**src/rtl/miller_frame_encoder.sv**
```systemverilog
// ISO14443A 106 kb/s Modified Miller transmitter: serialises frame bytes LSB first
// into a registered carrier-pause envelope framed as SoF (Z), data, EoF (0 then Y).
module miller_frame_encoder #(
    parameter int ETU_CLKS   = 32,
    parameter int PAUSE_CLKS = 7,
    parameter int CNT_W      = 5
) (
    input  logic       in_clk,
    input  logic       in_PoR,
    input  logic [7:0] in_data,
    input  logic [3:0] in_nbits,
    input  logic       in_last,
    input  logic       in_valid,
    output logic       out_ready,
    output logic       out_pause,
    output logic       out_busy,
    output logic       out_done,
    output logic       out_err
);
    typedef enum logic [2:0] {S_IDLE, S_SOF, S_DATA, S_EOF0, S_EOF_Y, S_DONE} state_t;

    localparam logic [CNT_W-1:0] CNT_LAST = CNT_W'(ETU_CLKS - 1);
    localparam logic [CNT_W-1:0] X_START  = CNT_W'(ETU_CLKS / 2);
    localparam logic [CNT_W-1:0] X_END    = CNT_W'(ETU_CLKS / 2 + PAUSE_CLKS);
    localparam logic [CNT_W-1:0] Z_END    = CNT_W'(PAUSE_CLKS);

    state_t           state_q, state_d;
    logic [CNT_W-1:0] cnt_q, cnt_d;
    logic [7:0]       shift_q, shift_d, hold_data_q, hold_data_d;
    logic [3:0]       bits_q, bits_d, hold_nbits_q, hold_nbits_d;
    logic             last_q, last_d, hold_last_q, hold_last_d;
    logic             hold_full_q, hold_full_d, prev_x_q, prev_x_d;
    logic             drop_q, drop_d, pause_q, pause_d;
    logic             done_q, done_d, err_q, err_d;

    logic acc, etu_end, byte_end, load, underrun, in_z, in_x;

    assign acc      = in_valid && !hold_full_q;
    assign etu_end  = (cnt_q == CNT_LAST);
    assign byte_end = (bits_q == 4'd1);
    // Next byte goes straight into the shifter so the wire sees no gap between bytes.
    assign load     = etu_end && ((state_q == S_SOF) ||
                      (state_q == S_DATA && byte_end && !last_q && hold_full_q));
    assign underrun = etu_end && state_q == S_DATA && byte_end && !last_q && !hold_full_q;
    assign in_z     = (cnt_q < Z_END);
    assign in_x     = (cnt_q >= X_START) && (cnt_q < X_END);

    always_ff @(posedge in_clk) begin
        if (in_PoR) begin
            state_q      <= S_IDLE;
            cnt_q        <= '0;
            shift_q      <= '0;
            bits_q       <= '0;
            last_q       <= 1'b0;
            prev_x_q     <= 1'b0;
            hold_data_q  <= '0;
            hold_nbits_q <= '0;
            hold_last_q  <= 1'b0;
            hold_full_q  <= 1'b0;
            drop_q       <= 1'b0;
            pause_q      <= 1'b0;
            done_q       <= 1'b0;
            err_q        <= 1'b0;
        end else begin
            state_q      <= state_d;
            cnt_q        <= cnt_d;
            shift_q      <= shift_d;
            bits_q       <= bits_d;
            last_q       <= last_d;
            prev_x_q     <= prev_x_d;
            hold_data_q  <= hold_data_d;
            hold_nbits_q <= hold_nbits_d;
            hold_last_q  <= hold_last_d;
            hold_full_q  <= hold_full_d;
            drop_q       <= drop_d;
            pause_q      <= pause_d;
            done_q       <= done_d;
            err_q        <= err_d;
        end
    end

    always_comb begin
        state_d = state_q;
        unique case (state_q)
            S_IDLE:  if (hold_full_q || acc) state_d = S_SOF;
            S_SOF:   if (etu_end) state_d = S_DATA;
            S_DATA:  if (etu_end && byte_end && (last_q || !hold_full_q)) state_d = S_EOF0;
            S_EOF0:  if (etu_end) state_d = S_EOF_Y;
            S_EOF_Y: if (etu_end) state_d = S_DONE;
            S_DONE:  state_d = S_IDLE;
            default: state_d = S_IDLE;
        endcase
    end

    always_comb begin
        cnt_d        = (state_q == S_IDLE || state_q == S_DONE || etu_end) ? '0 : cnt_q + 1'b1;
        shift_d      = shift_q;
        bits_d       = bits_q;
        last_d       = last_q;
        prev_x_d     = prev_x_q;
        hold_data_d  = hold_data_q;
        hold_nbits_d = hold_nbits_q;
        hold_last_d  = hold_last_q;
        hold_full_d  = hold_full_q;
        drop_d       = drop_q;
        if (state_q == S_SOF) prev_x_d = 1'b0;
        if (state_q == S_DATA && etu_end) begin
            prev_x_d = shift_q[0];
            shift_d  = shift_q >> 1;
            bits_d   = bits_q - 4'd1;
        end
        if (load) begin
            shift_d     = hold_data_q;
            bits_d      = hold_nbits_q;
            last_d      = hold_last_q;
            hold_full_d = 1'b0;
        end
        if (underrun) drop_d = 1'b1;
        // Anything that arrived after an underrun belongs to the aborted frame.
        if (state_q == S_DONE) begin
            drop_d = 1'b0;
            if (drop_q) hold_full_d = 1'b0;
        end
        if (acc) begin
            hold_full_d  = 1'b1;
            hold_data_d  = in_data;
            hold_nbits_d = (in_nbits == 4'd0 || in_nbits > 4'd8) ? 4'd8 : in_nbits;
            hold_last_d  = in_last;
        end
    end

    always_comb begin
        unique case (state_q)
            S_SOF:   pause_d = in_z;
            S_DATA:  pause_d = shift_q[0] ? in_x : (!prev_x_q && in_z);
            S_EOF0:  pause_d = !prev_x_q && in_z;
            default: pause_d = 1'b0;
        endcase
        done_d    = (state_q == S_EOF_Y) && etu_end;
        err_d     = underrun;
        out_ready = !hold_full_q;
        out_busy  = (state_q == S_SOF) || (state_q == S_DATA) ||
                    (state_q == S_EOF0) || (state_q == S_EOF_Y);
        out_pause = pause_q;
        out_done  = done_q;
        out_err   = err_q;
    end
endmodule

```
**config.mk**
```make
export PLATFORM = sky130hd
export DESIGN_NAME = miller_frame_encoder
export DESIGN_NICKNAME = d
export VERILOG_FILES = /design/src/rtl/miller_frame_encoder.sv
export SDC_FILE = /design/constraint.sdc
export NUM_CORES = 1
export LEC_CHECK = 0
export CAP_MARGIN = 20
export CORE_UTILIZATION = 59
export CTS_CLUSTER_DIAMETER = 120
export DETAILED_ROUTE_END_ITERATION = 10
export PLACE_DENSITY = 0.81
export SLEW_MARGIN = 10
export SYNTH_ARGS = -nofsm -noshare
export SYNTH_HDL_FRONTEND = slang
export SYNTH_SLANG_ARGS = --single-unit
```
**constraint.sdc**
```tcl
create_clock -name in_clk -period 3.9 [get_ports in_clk]
set_clock_uncertainty 0.15 [all_clocks]
set_input_delay 0.585 -clock in_clk [delete_from_list [all_inputs] [get_ports in_clk]]
set_output_delay 0.585 -clock in_clk [all_outputs]
set_load 0.02 [all_outputs]
```
==> results.cfg, run 1 <==
[floorplan]
io_pins = 21
rows = 20
fp.dieArea_sq_mm = 0.00348
die_y_um = 59
start_util_pct = 62.3
die_w_um = 59
core_sq_mm = 0.00308

[clock_tree]
cts_hold_buf = 0
cts_setup_buffers = 0
htree_num_levels = 2
cts-buffers-inserted = 5
cts_sinks = 40
ctsRootBufferMaster = clkbuf_4
clkLatencyLatePin_ps = 360
tritoncts = built
path_clk_slew_ps = 120
post_cts_resized = 0
clock_path_buffers = 2

[power]
p_per_area_mw_per_mm2 = 344
ir_drop_uv = 224
leakage_nw = 0.726

[worst_setup_path]
path_class = reg -> out
cp_slowest_cell = dfxtp_1
cp_max_fo = 17
startpoint_type = flip-flop
crit_path_max_incr_delay_ps = 680
cp-end-kind = primary output
timing.critical_path.arrival_ps = 2060
crit_required_ps = 3160
crit-reg2reg-launch = cnt_q[0]
critPathLaunch = state_q[1]
crit_chain = nor2_1 > xnor2_1 > clkdlybuf4s50_1

[place]
gp_congestion = 0.889
dpl.hpwl_um = 2760
port_buffers = 20

[min_path]
min_from = hold_data_q[6]
hold_class = reg -> reg

[route]
drt_pre_antenna_iters = 4
wl_met2_um = 1880
vias = 1612
wl_per_cell_um = 14.2
met3WireLength_um = 199
via_per_inst = 5.80
first_iter_violations = 71
top_layer_used = met4
drtAntennaViolNets = 0
drcViolationCount = 0
routed_wl_um = 3960
m1WireLength_um = 1820

[sta]
fin_setup_tns_ps = 0
setup_violations = 0
post-route-period-util_pct = 71.5
fmax_ghz = 0.358
post-route-min-period_ps = 2790
slew_violations = 0
worst_slew_pin_slew_ps = 932
relSlewSlack_pct = 37.8
hold_violations = 0
rsz0062_at_grt = false

[synthesis]
yosysMostFrequentCell = dfxtp_1
async_flop_share_pct = 0
syn_area_sq_mm = 0.00192
ys_ff_latch = 40
yosys.area.top_type_share_pct = 41.8
synth.area.top_cells = dfxtp_1, nand2_1, a21oi_1, nor2_1, mux2i_1
post-synth-top-area-cell = dfxtp_1
synth_area_per_cell_sq_um = 8.79
synth_cell_types = 46
synth_edf_count = 0
seq_area_frac_synth_pct = 41.8
ys_top_cells_by_count = dfxtp_1, nand2_1, nor2_1
synth_cells = 218
synth_top_flop_cell = dfxtp_1
synth_nets = 239
yosysWarnings = 0

[finish]
regArea_sq_um = 801
final_core_util_pct = 70.7
drive_above_1_share_pct = 7.26
multiInputGateArea_sq_mm = 0.00101
fill_cells = 249
n_antenna_cell = 0
areaGrowthSynthToFinish_pct = 13.6
layout.nets = 254

[flow_run]
maxCapViolCount = 0

[global_routing]
antenna_found_initial = 0
grt_pass1_vias = 1511
grt_first_pass_wirelength_um = 6690
grt_usage_pct = 25.1
gr-total-overflow = 0
grt_start_max_net_pins = 23

[status]
status = complete, no violations
==> cell usage in the layout, fill, tap and decap left out, types with 6 or more instances in the layout <==
| master | n |
|---|---|
| mux2i_1 | 8 |
| dfxtp_1 | 40 |
| nor2_1 | 22 |
| nand2_1 | 25 |
| clkdlybuf4s50_1 | 20 |
| a211oi_2 | 6 |
| inv_1 | 9 |
| nor3_1 | 8 |
| a21oi_1 | 17 |
==> state kept, by name, summed over array words and instances (netlist names) <==
| signal | count |
|---|---|
| hold_last_q | 1 |
| cnt_q | 5 |
| hold_data_q | 8 |
| hold_nbits_q | 4 |
| out_err | 1 |
| shift_q | 8 |
| hold_full_q | 1 |
| state_q | 3 |
| out_done | 1 |
| out_pause | 1 |
| prev_x_q | 1 |
| bits_q | 4 |
| last_q | 1 |
| drop_q | 1 |
==> report_power, final <==
group          total, mW  switching, mW  internal, mW
sequential         0.437         0.0153         0.421
combinational     0.0886         0.0455        0.0431
clock              0.222          0.133        0.0890
==> cells by family after synthesis <==
family	count (synthesis)	synth area share (%)
multiplexers	8	4.18
flip-flops	40	41.8
AO/OA/AOI/OAI	46	17.7
XOR/XNOR	6	2.74
buffers and inverters	23	5.35
AND/OR/NAND/NOR	90	25.0
adder cells (fa/ha/maj)	5	3.26
==> metal layers <==
layer  vias to the layer above  global-route usage (%)
li1                        805                       -
met1                       757                    32.0
met2                        42                    40.6
met3                         8                    6.33
met4                         0                    10.2
met5                         -                       0
==> layout make-up <==
cell class,count,area share [%]
Timing Repair Buffer,22,9.89
Inverter,9,1.55
Tap cell,44,2.53
Multi-Input combinational cell,155,46.6
Clock buffer,8,2.70
Sequential cell,40,36.8
==> per-stage QoR <==
step,cells,area [sq um],total power [mW],setup slack (ps),hold slack (ps)
6_report,278,2180,0.748,1110,317
5_1_grt,278,2180,0.782,965,338
4_1_cts,278,2180,0.749,1120,320
3_5_place_dp,270,2120,0.534,1270,304
3_3_place_gp,270,2120,0.530,1460,292
2_1_floorplan,218,1920,0.499,1530,280
==> path summary, 6_finish.rpt <==
kind,cells after the start,slack [ps],end
max reg2reg,7,1260,shift_q[0]
min reg2reg,2,320,hold_data_q[6]
min,2,320,hold_data_q[6]
max,3,1110,out_busy
==> worst max-delay path: cells and delay by family, from the launching register on <==
kind / cells / cell delay (ps)
buffers and inverters: 1 / 620
xor gates and xnor gates: 1 / 170
and+or+nand+nor: 1 / 230
DFF: 1 / 680
(Power assumes the default switching activity.)
==> inputs of run 2 (changes only) <==
- CORE_UTILIZATION: 59 -> 55
- PLACE_DENSITY: 0.81 -> 0.76
- clock period: 3.9 -> 2.9 ns (I/O delays scaled with it)
==> run 2 against run 1 <==
Critical path depth stayed put. Via count down 0.87%. Wire length is 3.2% lower. Global-route usage is 2.1 points lower. Sequential share of layout area is 0.46 points lower. Non-clock buffer count up 3. Utilization is 4.7 points lower. Combinational power is 37% higher. First-iteration DRC count up 23%. Sequential cell count did not move. Critical endpoint unchanged.
==> results.cfg, run 2 (synthesized netlist as in run 1, its figures left out) <==
[status]
status = complete, no violations

[clock_tree]
cts_setup_buffers = 0
cts_sinks = 40
clkLatencyLatePin_ps = 350
post_cts_resized = 0
cts-buffers-inserted = 5
cts_hold_buf = 0
ctsRootBufferMaster = clkbuf_4
htree_num_levels = 2
path_clk_slew_ps = 130
tritoncts = built
clock_path_buffers = 2

[global_routing]
grt_first_pass_wirelength_um = 6290
grt_start_max_net_pins = 20
grt_usage_pct = 23.0
grt_pass1_vias = 1473
antenna_found_initial = 0
gr-total-overflow = 0

[place]
dpl.cell_count = 275
dpl.hpwl_um = 2690
gp_congestion = 0.929
port_buffers = 20

[sta]
post-route-period-util_pct = 92.5
hold_violations = 0
relSlewSlack_pct = 58.1
fin_setup_tns_ps = 0
post-route-min-period_ps = 2680
fmax_ghz = 0.373
setup_violations = 0
worst_slew_pin_slew_ps = 628
slew_violations = 0
rsz0062_at_grt = false

[floorplan]
die_w_um = 61.0
fp.dieArea_sq_mm = 0.00373
core_sq_mm = 0.00334
io_pins = 21
die_y_um = 61.0
rows = 21
start_util_pct = 57.4

[power]
leakage_nw = 0.747
ir_drop_uv = 309
p_per_area_mw_per_mm2 = 457

[route]
via_per_inst = 5.65
drtAntennaViolNets = 0
routed_wl_um = 3830
drcViolationCount = 0
vias = 1598
wl_per_cell_um = 13.5
drt_pre_antenna_iters = 5
first_iter_violations = 87

[finish]
reg_top3 = hold_data_q: 8 flops, shift_q: 8 flops, cnt_q: 5 flops
final_common_cell = dfxtp_1
fin_cells = 283
areaGrowthSynthToFinish_pct = 15.0
fill_cells = 311
mostFrequentLayoutCells = dfxtp_1, nand2_1, nor2_1
layout.nets = 257
drive_above_1_share_pct = 9.28
n_antenna_cell = 0
final_core_util_pct = 66.1

[min_path]
hold_class = reg -> reg

[worst_setup_path]
crit_required_ps = 2320
path_class = reg -> out
cp-end-kind = primary output
cp_max_fo = 17
startpoint_type = flip-flop
timing.critical_path.arrival_ps = 2100

[flow_run]
maxCapViolCount = 0
## run 2: changes by cell type in the layout (fill, tap and decap cells not counted), sizes merged
cell    delta
buf        +3
clkbuf     -2
clkinv     +2
## run 2: final timing paths
check                               startpoint             end  slack, ps  cells past startpoint
worst min register to register  hold_data_q[1]  hold_data_q[1]        310                      2
worst min-delay path            hold_data_q[1]  hold_data_q[1]        310                      2
worst max register to register        cnt_q[0]      shift_q[1]        340                      8
worst max-delay path                state_q[1]        out_busy        220                      3
## run 2: worst max-delay path, cell delays in order (launching register included)
cell,delay [ps]
dfxtp_1,710
nor2_1,230
xnor2_1,180
clkdlybuf4s50_1,620
## run 2: area by class of cell
| type | instances | area [sq um] | area share, % |
|---|---|---|---|
| sequential | 40 | 801 | 36.3 |
| multi-input combinational | 155 | 1010 | 46.0 |
| inverter | 9 | 33.8 | 1.53 |
| timing repair buffer | 25 | 238 | 10.8 |
| tap | 46 | 57.6 | 2.61 |
| clock buffer | 6 | 51.3 | 2.33 |
| clock inverter | 2 | 10.0 | 0.454 |
## run 2: power by group
part	leakage, nW	switching, mW	internal, mW
sequential	0.325	0.0200	0.567
clock	0.0380	0.185	0.116
combinational	0.384	0.0610	0.0601
total	0.747	0.266	0.742
## run 2: per-layer routing
metal,vias up,part of all wire [%],global-route usage (%)
met4,0,1.6,8.44
met3,7,3.6,6.93
li1,810,-,-
met2,31,48,38.5
met1,750,46,28.0
met5,-,0,0
## run 2: metrics by stage
step | hold WS [ps] | setup WS, ps | area [sq um] | power, mW
floorplan | 280 | 526 | 1920 | 0.672
global placement | 291 | 464 | 2140 | 0.715
detailed placement | 297 | 362 | 2140 | 0.720
CTS | 314 | 235 | 2200 | 1.01
global route | 339 | 142 | 2200 | 1.06
finish | 312 | 217 | 2200 | 1.01
